**src/rtl/pc_gen_pkg.sv**
```systemverilog
// Shared types and constants for the pc_gen program-counter generator.
package pc_gen_pkg;

  typedef enum logic [1:0] {
    IDLE   = 2'd0,
    RUN    = 2'd1,
    HALTED = 2'd2
  } pc_state_e;

  localparam logic CHIP_ENABLE  = 1'b1;
  localparam logic CHIP_DISABLE = 1'b0;
  localparam logic RST_ENABLE   = 1'b1;

  localparam int          DEF_ADDR_W   = 32;
  localparam int unsigned DEF_STEP     = 4;
  localparam logic [31:0] DEF_RESET_PC = 32'h0000_0000;
  localparam logic [31:0] DEF_EXC_VEC  = 32'h0000_0020;

endpackage

```
**src/rtl/pc_gen_if.sv**
```systemverilog
// Fetch-side bundle of pc_gen: PC request handshake plus redirect/control inputs.
interface pc_gen_if #(
  parameter int ADDR_W = 32
);

  logic              ce;
  logic [ADDR_W-1:0] pc;
  logic              pc_valid;
  logic              pc_ready;
  logic              stall;
  logic              halt;
  logic              br_valid;
  logic [ADDR_W-1:0] br_target;
  logic              exc_valid;
  logic [ADDR_W-1:0] epc;
  logic              misalign;

  modport master (
    output ce, pc, pc_valid, epc, misalign,
    input  pc_ready, stall, halt, br_valid, br_target, exc_valid
  );

  modport slave (
    input  ce, pc, pc_valid, epc, misalign,
    output pc_ready, stall, halt, br_valid, br_target, exc_valid
  );

endinterface

```
**src/rtl/pc_gen_next_mux.sv**
```systemverilog
// Combinational priority select of next pc/epc/misalign for pc_gen.
// PC_GEN_MISALIGN_TRAP_EN turns misaligned branch targets into an exception redirect.
module pc_gen_next_mux
  import pc_gen_pkg::*;
#(
  parameter int                ADDR_W  = DEF_ADDR_W,
  parameter int unsigned       STEP    = DEF_STEP,
  parameter logic [ADDR_W-1:0] EXC_VEC = ADDR_W'(DEF_EXC_VEC)
) (
  input  logic              i_active,
  input  logic              i_advance,
  input  logic              i_exc_valid,
  input  logic              i_br_valid,
  input  logic [ADDR_W-1:0] i_br_target,
  input  logic [ADDR_W-1:0] i_pc,
  input  logic [ADDR_W-1:0] i_epc,
  output logic [ADDR_W-1:0] o_pc_nxt,
  output logic [ADDR_W-1:0] o_epc_nxt,
  output logic              o_misalign_nxt,
  output logic              o_redirect
);

  localparam logic [ADDR_W-1:0] LOW_MASK = ADDR_W'(STEP - 1);

`ifdef PC_GEN_MISALIGN_TRAP_EN
  logic w_br_misaligned;
  assign w_br_misaligned = |(i_br_target & LOW_MASK);
`endif

  // Exception beats branch beats sequential advance; IDLE ignores redirects.
  always_comb begin
    o_pc_nxt       = i_pc;
    o_epc_nxt      = i_epc;
    o_misalign_nxt = 1'b0;
    o_redirect     = 1'b0;
    if (i_active) begin
      if (i_exc_valid) begin
        o_pc_nxt   = EXC_VEC;
        o_epc_nxt  = i_pc;
        o_redirect = 1'b1;
      end else if (i_br_valid) begin
        o_redirect = 1'b1;
`ifdef PC_GEN_MISALIGN_TRAP_EN
        if (w_br_misaligned) begin
          o_pc_nxt       = EXC_VEC;
          o_epc_nxt      = i_br_target;
          o_misalign_nxt = 1'b1;
        end else begin
          o_pc_nxt = i_br_target;
        end
`else
        o_pc_nxt = i_br_target & ~LOW_MASK;
`endif
      end else if (i_advance) begin
        o_pc_nxt = i_pc + ADDR_W'(STEP);
      end
    end
  end

endmodule

```
**src/rtl/pc_gen.sv**
```systemverilog
// Fetch-stage program-counter generator: state register, handshake and registered outputs.
// PC_GEN_MISALIGN_TRAP_EN (optional) traps misaligned branch targets to EXC_VEC.
module pc_gen
  import pc_gen_pkg::*;
#(
  parameter int                ADDR_W   = DEF_ADDR_W,
  parameter int unsigned       STEP     = DEF_STEP,
  parameter logic [ADDR_W-1:0] RESET_PC = ADDR_W'(DEF_RESET_PC),
  parameter logic [ADDR_W-1:0] EXC_VEC  = ADDR_W'(DEF_EXC_VEC)
) (
  input  logic      clk,
  input  logic      rst,
  pc_gen_if.master  bus
);

  pc_state_e         r_state;
  pc_state_e         w_state_nxt;
  logic              r_ce;
  logic              r_pc_valid;
  logic              r_misalign;
  logic [ADDR_W-1:0] r_pc;
  logic [ADDR_W-1:0] r_epc;

  logic              w_pc_valid_nxt;
  logic              w_advance;
  logic              w_redirect;
  logic              w_misalign_nxt;
  logic [ADDR_W-1:0] w_pc_nxt;
  logic [ADDR_W-1:0] w_epc_nxt;

  // Halt outranks acceptance, so a halting cycle never consumes the offered PC.
  assign w_advance = (r_state == RUN) & r_pc_valid & bus.pc_ready & ~bus.stall & ~bus.halt;

  pc_gen_next_mux #(
    .ADDR_W  (ADDR_W),
    .STEP    (STEP),
    .EXC_VEC (EXC_VEC)
  ) u_next_mux (
    .i_active       (r_state != IDLE),
    .i_advance      (w_advance),
    .i_exc_valid    (bus.exc_valid),
    .i_br_valid     (bus.br_valid),
    .i_br_target    (bus.br_target),
    .i_pc           (r_pc),
    .i_epc          (r_epc),
    .o_pc_nxt       (w_pc_nxt),
    .o_epc_nxt      (w_epc_nxt),
    .o_misalign_nxt (w_misalign_nxt),
    .o_redirect     (w_redirect)
  );

  always_comb begin
    w_state_nxt    = r_state;
    w_pc_valid_nxt = r_pc_valid;
    case (r_state)
      IDLE: begin
        w_state_nxt    = RUN;
        w_pc_valid_nxt = 1'b1;
      end
      RUN: begin
        if (!w_redirect && bus.halt) begin
          w_state_nxt    = HALTED;
          w_pc_valid_nxt = 1'b0;
        end
      end
      HALTED: begin
        if (w_redirect) begin
          w_state_nxt    = RUN;
          w_pc_valid_nxt = 1'b1;
        end
      end
      default: begin
        w_state_nxt    = IDLE;
        w_pc_valid_nxt = 1'b0;
      end
    endcase
  end

  always_ff @(posedge clk) begin
    if (rst == RST_ENABLE) begin
      r_state    <= IDLE;
      r_ce       <= CHIP_DISABLE;
      r_pc       <= RESET_PC;
      r_pc_valid <= 1'b0;
      r_epc      <= '0;
      r_misalign <= 1'b0;
    end else begin
      r_state    <= w_state_nxt;
      r_ce       <= CHIP_ENABLE;
      r_pc       <= w_pc_nxt;
      r_pc_valid <= w_pc_valid_nxt;
      r_epc      <= w_epc_nxt;
      r_misalign <= w_misalign_nxt;
    end
  end

  assign bus.ce       = r_ce;
  assign bus.pc       = r_pc;
  assign bus.pc_valid = r_pc_valid;
  assign bus.epc      = r_epc;
  assign bus.misalign = r_misalign;

endmodule

```
**src/flat_wrapper.sv**
```systemverilog
// flat-port wrapper written by rule: the top's interface ports become plain ports
module pc_gen_flat import pc_gen_pkg::*;
#(
  parameter int                ADDR_W   = DEF_ADDR_W,
  parameter int unsigned       STEP     = DEF_STEP,
  parameter logic [ADDR_W-1:0] RESET_PC = ADDR_W'(DEF_RESET_PC),
  parameter logic [ADDR_W-1:0] EXC_VEC  = ADDR_W'(DEF_EXC_VEC)
)
  (clk, rst, bus_ce, bus_pc, bus_pc_valid, bus_epc, bus_misalign, bus_pc_ready, bus_stall, bus_halt, bus_br_valid, bus_br_target, bus_exc_valid);
  pc_gen_if #(.ADDR_W(ADDR_W)) bus_i ();
  input  logic clk;
  input  logic rst;
  output wire logic [$bits(bus_i.ce)-1:0] bus_ce;
  output wire logic [$bits(bus_i.pc)-1:0] bus_pc;
  output wire logic [$bits(bus_i.pc_valid)-1:0] bus_pc_valid;
  output wire logic [$bits(bus_i.epc)-1:0] bus_epc;
  output wire logic [$bits(bus_i.misalign)-1:0] bus_misalign;
  input wire logic [$bits(bus_i.pc_ready)-1:0] bus_pc_ready;
  input wire logic [$bits(bus_i.stall)-1:0] bus_stall;
  input wire logic [$bits(bus_i.halt)-1:0] bus_halt;
  input wire logic [$bits(bus_i.br_valid)-1:0] bus_br_valid;
  input wire logic [$bits(bus_i.br_target)-1:0] bus_br_target;
  input wire logic [$bits(bus_i.exc_valid)-1:0] bus_exc_valid;
  assign bus_ce = bus_i.ce;
  assign bus_pc = bus_i.pc;
  assign bus_pc_valid = bus_i.pc_valid;
  assign bus_epc = bus_i.epc;
  assign bus_misalign = bus_i.misalign;
  assign bus_i.pc_ready = bus_pc_ready;
  assign bus_i.stall = bus_stall;
  assign bus_i.halt = bus_halt;
  assign bus_i.br_valid = bus_br_valid;
  assign bus_i.br_target = bus_br_target;
  assign bus_i.exc_valid = bus_exc_valid;
  pc_gen #(.ADDR_W(ADDR_W), .STEP(STEP), .RESET_PC(RESET_PC), .EXC_VEC(EXC_VEC)) u_core (.clk(clk), .rst(rst), .bus(bus_i));
endmodule
```
**config.mk**
```make
export PLATFORM = sky130hd
export DESIGN_NAME = pc_gen_flat
export DESIGN_NICKNAME = d
export VERILOG_FILES = /design/src/rtl/pc_gen_pkg.sv /design/src/rtl/pc_gen_if.sv /design/src/rtl/pc_gen_next_mux.sv /design/src/rtl/pc_gen.sv /design/src/flat_wrapper.sv
export SDC_FILE = /design/constraint.sdc
export NUM_CORES = 1
export LEC_CHECK = 0
export CAP_MARGIN = 20
export CORE_MARGIN = 3
export CORE_UTILIZATION = 41
export DETAILED_ROUTE_END_ITERATION = 6
export PLACE_DENSITY = 0.76
export SLEW_MARGIN = 20
export SYNTH_ARGS = -nofsm -noshare
export SYNTH_HDL_FRONTEND = slang
export SYNTH_SLANG_ARGS = --single-unit
```
**constraint.sdc**
```tcl
create_clock -name clk -period 1.69 [get_ports clk]
set_input_delay 0.338 -clock clk [delete_from_list [all_inputs] [get_ports clk]]
set_output_delay 0.338 -clock clk [all_outputs]
set_load 0.005 [all_outputs]
```
Yosys cells after proc, flatten, opt, wreduce, memory -nomap -nowiden
Index checks and enable logic that the tools add are counted.
- equal/unequal tests: 4
- add/sub/neg operators: 1
- div/mod/pow operators: 0
- reductions and logical operators: 8
- $mul: 0
- magnitude comparators: 0
- bitwise logic cells: 6
- shifts and indexed selects: 0
- multiplexer cells: 13
- operators by type and width (kind ; number):
    $mux W32 ; 3
    $add A32 B3 Y32 const B ; 1
    $mux W1 ; 6
    $pmux W2 S3 ; 1
    $reduce_and A2 Y1 ; 3
    $and A1 B1 Y1 ; 4
    $mux W2 ; 2
    $pmux W1 S3 ; 1
    $reduce_bool A3 Y1 ; 1
    $eq A2 B1 Y1 const B ; 1
    $eq A2 B2 Y1 const B ; 1
    $logic_not A2 Y1 ; 1
    $ne A2 B1 Y1 const B ; 1
    $ne A2 B2 Y1 const B ; 1
    $not A1 Y1 ; 2
    $reduce_bool A2 Y1 ; 1
    $logic_and A1 B1 Y1 ; 1
    $logic_not A1 Y1 ; 1
- memory bits (writable): 0
- memories kept: 0
- bits of input ports: 39
- bits in read-only memories: 0
- flip-flop bits (word level): 68
- bits in latches: 0
- output and inout bits: 67
- logic and storage cells: 37

Longest topological paths before layout
- depth after elaboration: 8
- mapped depth: 7
- gate-level depth less buffers: 6

By module
A second synthesis with hierarchy kept.
- cells, all modules: 413
- area, all modules: 3638.5 um^2
- by module, submodules not included (module ; area each (um^2) ; times used ; seq. area each (um^2) ; cells each):
    pc_gen ; 1918.1 ; 1 ; 1381.3 ; 155
    pc_gen_next_mux ; 1720.4 ; 1 ; 0.0 ; 258

Worst setup path after synthesis
No wires, ideal clock.
- path type: reg-to-reg
- start: register u_core.r_pc[2] (netlist: u_core.bus.pc[2])
- end: register u_core.r_pc[20] (netlist: u_core.bus.pc[20])
- slack: -0.122 ns
- path buffers: 0
- setup time: 0.074 ns
- data required time: 1.616 ns
- cell stages (with the launch flop): 6
- data arrival time: 1.737 ns
- clock period less this slack: 1.812 ns
- cell sequence: dfxtp_1 > ha_1 > nand3_1 > or2_1 > or4b_1 > a31oi_1
- word-level cells in the longest chain between the ends: 4
- RTL lines (element ; RTL line ; RTL):
    from (decl) ; pc_gen.sv:21 ; logic [ADDR_W-1:0] r_pc;
    from (signal assigned) ; pc_gen.sv:90 ; r_pc <= w_pc_nxt;
    $add A32 B3 Y32 ; pc_gen_next_mux.sv:55 ; o_pc_nxt = i_pc + ADDR_W'(STEP);
    $mux W32 ; pc_gen_next_mux.sv:54 ; end else if (i_advance) begin
    $mux W32 ; pc_gen_next_mux.sv:41 ; end else if (i_br_valid) begin
    $mux W32 ; pc_gen_next_mux.sv:37 ; if (i_exc_valid) begin
No other way between the ends. The select of a mux whose other input is x is not followed.
A chain may end at the register's enable or synchronous reset.

Worst setup path after layout
- start: register u_core.r_pc[3] (netlist: u_core.bus.pc[3])
- end: register u_core.r_pc[16] (netlist: u_core.bus.pc[16])
Same word-level chain as after synthesis.

==> metrics.md <==
| Metric | Value |
|---|---|
| Via Count | 3788 |
| FMAX | 576 MHz |
| Antenna-violating nets left | 0 |
| Switching Fraction | 0.278 |
| Endpoints failing setup | 4 |
| Routed WL | 11600 um |
| Average size of a mapped cell | 7.79 sq um |
| # IOs | 106 |
| Nets | 607 |
| Synth area leaders | dfxtp_1 41%, nand2_1 10%, a21oi_1 7.6% |
| Clock latency on the worst-skew pair | 350 ps |
| Worst Setup End Kind | flip-flop |
| Hold Crit Depth | 2 |
| Vias in the first global route | 3497 |
| Status | finished with violations |
| RePlAce Congestion | 0.959 |
| Rows | 30 |
| Failing checks | setup timing |
| Hold_ws | 340 ps |
| Reg-to-Reg Start | u_core.bus.pc[3] |
| Pint | 2.49 mW |
| Critical path class | reg -> reg |
| Register share of total power | 0.448 |
| Post-synth top flop | dfxtp_1 |
| Worst-Margin Slew | 638 ps |
| CTS Buffer Depth | 2 |
| GRT Total Usage | 0.255 |
| Worst Clk Skew | 8.74 ps |
| WHS Endpoint | u_core.bus.pc[13] |
| Initial DRC Count | 287 |
| Drt drc | 0 |
| CP max FO | 7 |
| Wire length of the first global-routing pass | 17600 um |
| Input/output buffers | 98 |
| # clock sinks | 63 |
| Unrepaired setup endpoints after global routing | true |
| Leading area contributor after synthesis | dfxtp_1 |
| Share of layout cells above drive strength 1 | 0.297 |
| Largest net degree at the start of global routing | 37 |
| Worst EP required | 1920 ps |
| Internal reg-to-reg setup slack | -50 ps |
| Area post-placement | 4710 sq um |
| Worst hold path class | in -> reg |
| Cell area after layout | 5240 sq um |
| Seq/Total Area, Yosys | 0.410 |
| EDFF count, synth | 0 |
| Slew Viols, Final | 0 |
| PD cells | 658 nW/um^2 |
| Clock power share | 0.390 |
| Length in cells of the worst reg-to-reg path | 8 |
| Worst setup SP type | flip-flop |
| Combinational power share | 0.162 |
| TritonCTS Buffers | 9 |
| Share of synthesized registers carrying an async set or reset | 0 |
| Reg2reg end | u_core.bus.pc[16] |
| MaxCap Viol Count | 0 |
| Crit path DAT | 1960 ps |
| TritonCTS clock tree | built |
| Core area | 7020 sq um |
| Htree depth | 3 |
| Root Buffer | clkbuf_8 |
| Synth Cell Area | 3080 sq um |
| Die Span Y | 92.6 um |
| Synth warnings | 0 |
| Drt wl/cell | 17.4 um |
| Cells after synthesis | 395 |
| Peak supply drop | 0.000454 V |
| CTS hold repair buffers | 0 |
| Psw | 0.956 mW |
| Die W | 92.6 um |
| Initial core utilization | 0.438 |
| Worst setup margin | -45.4 ps |
| Clk slew on worst S/H paths | 80 ps |
| Area share of the largest cell type after synthesis | 0.410 |
| Number of synthesized register bits | 63 |
| Vias per cell | 5.67 |
| Synth cell count leaders | 84 x nand2_1, 63 x dfxtp_1, 47 x a21oi_1, 26 x nor2_1, 21 x o21ai_1 |
| Grt ovf | 0 |
| Area Growth Syn to Fin | 70.2% |
| Synth unique cells | 54 |
| First-pass DRT Iterations | 6 |
| Antenna violations before repair | 0 |
| Multi-input combinational cell area | 1840 sq um |
| Number of antenna diodes | 0 |
| Die area | 8580 sq um |
| Number of fill cells | 505 |
| Leakage | 2.17 nW |
| HPWL after detailed placement | 7850 um |
| Min Tclk post-route | 1740 ps |
| Sequential cell area | 1300 sq um |
| Hold_sp | rst |
| Count leader, synth | nand2_1 |
| Worst slack, placed | -572 ps |
| Max transition margin | 0.573 |
| Period utilisation layout | 1.03 |
| Fin. Hold Viols | 0 |
-- cells in the final DEF, fill, tap and decap left out, types with 5 or more instances in the layout --
master	n
buf_6	9
clkbuf_8	9
nor3_1	5
nand2_1	84
a31oi_1	5
dlygate4sd2_1	6
a22oi_2	9
nand4_1	12
conb_1	5
clkdlybuf4s50_1	77
nor2_1	21
o22ai_1	7
o21ai_1	21
buf_4	73
dlymetal6s2s_1	14
dfxtp_2	23
dfxtp_1	37
a21oi_1	46
xor2_1	7
-- power groups by stage --
| stage | logic [mW] | clock network, mW | registers (mW) |
|---|---|---|---|
| after floorplan | 0.194 | 0 | 1.59 |
| after global placement | 0.497 | 0 | 1.57 |
| after detailed placement | 0.506 | 0 | 1.57 |
| after CTS | 0.533 | 1.35 | 1.54 |
| after global routing | 0.589 | 1.42 | 1.55 |
| final | 0.557 | 1.34 | 1.54 |
-- how the worst max path moves through the flow --
| stage | from | end | depth (start not counted) |
|---|---|---|---|
| after floorplan | u_core.bus.pc[3] | u_core.bus.pc[20] | 5 |
| after global placement | bus_halt | u_core.bus.pc[17] | 6 |
| after detailed placement | bus_halt | u_core.bus.pc[12] | 6 |
| after CTS | u_core.bus.pc[13] | u_core.bus.pc[24] | 7 |
| after global routing | u_core.bus.pc[6] | u_core.bus.pc[23] | 7 |
| final | u_core.bus.pc[3] | u_core.bus.pc[16] | 8 |
-- routing by layer --
metal	share of wire	up-vias	global-route usage
met5	0	-	0
met4	0.025	0	0.0830
met3	0.080	38	0.0504
met2	0.50	200	0.433
met1	0.40	1774	0.325
li1	-	1776	-
-- what timing repair did --
| action | CTS | global route |
|---|---|---|
| resized for setup | 34 | 52 |
| cloned | 1 | 0 |
| pin swaps | 4 | 14 |
| setup endpoints to repair | 42 | 45 |
| setup buffers | 2 | 7 |
-- cell families (layout without fill, tap and decap cells) --
logic type,count (synthesis),after routing,share of synthesized area
other,1,5,0.00122
and+or+nand+nor,163,163,0.258
adders and majority gates,1,1,0.00407
xor gates and xnor gates,9,9,0.0256
muxes,2,2,0.00732
buffers and inverters,33,206,0.0484
DFF,63,63,0.410
AOI/OAI and AO/OA,123,123,0.246
-- sequential cells by signal, summed over array words and instances, names as in the netlist --
register / count
u_core.bus.pc_valid: 1
u_core.bus.pc: 30
u_core.bus.ce: 1
u_core.r_state: 1
u_core.bus.epc: 30
-- cell type report --
type                            instances  share of cell area
Inverter                                5             0.00358
Clock buffer                            9              0.0237
Sequential cell                        63               0.249
Timing Repair Buffer                  185               0.336
Clock inverter                          7              0.0141
Tap cell                               96              0.0229
Multi-Input combinational cell        303               0.351
-- worst max-delay path, stage by stage (launching register included) --
cell and delay [ps]:
dfxtp_1 340, ha_1 200, nand3_2 90, buf_4 170
nor4_1 350, buf_4 190, nor2_1 40, o21ai_1 140
o211ai_1 100
-- metrics by stage --
stage          utilization  TNS (ps)  power, mW  std cells
2_1_floorplan            -      -167       1.78        399
3_3_place_gp         0.671    -14720       2.07        642
3_5_place_dp         0.671    -16610       2.08        642
4_1_cts              0.714     -24.6       3.42        661
5_1_grt              0.746      -628       3.56        668
6_report             0.746     -86.2       3.44        668
(Power assumes the default switching activity.)
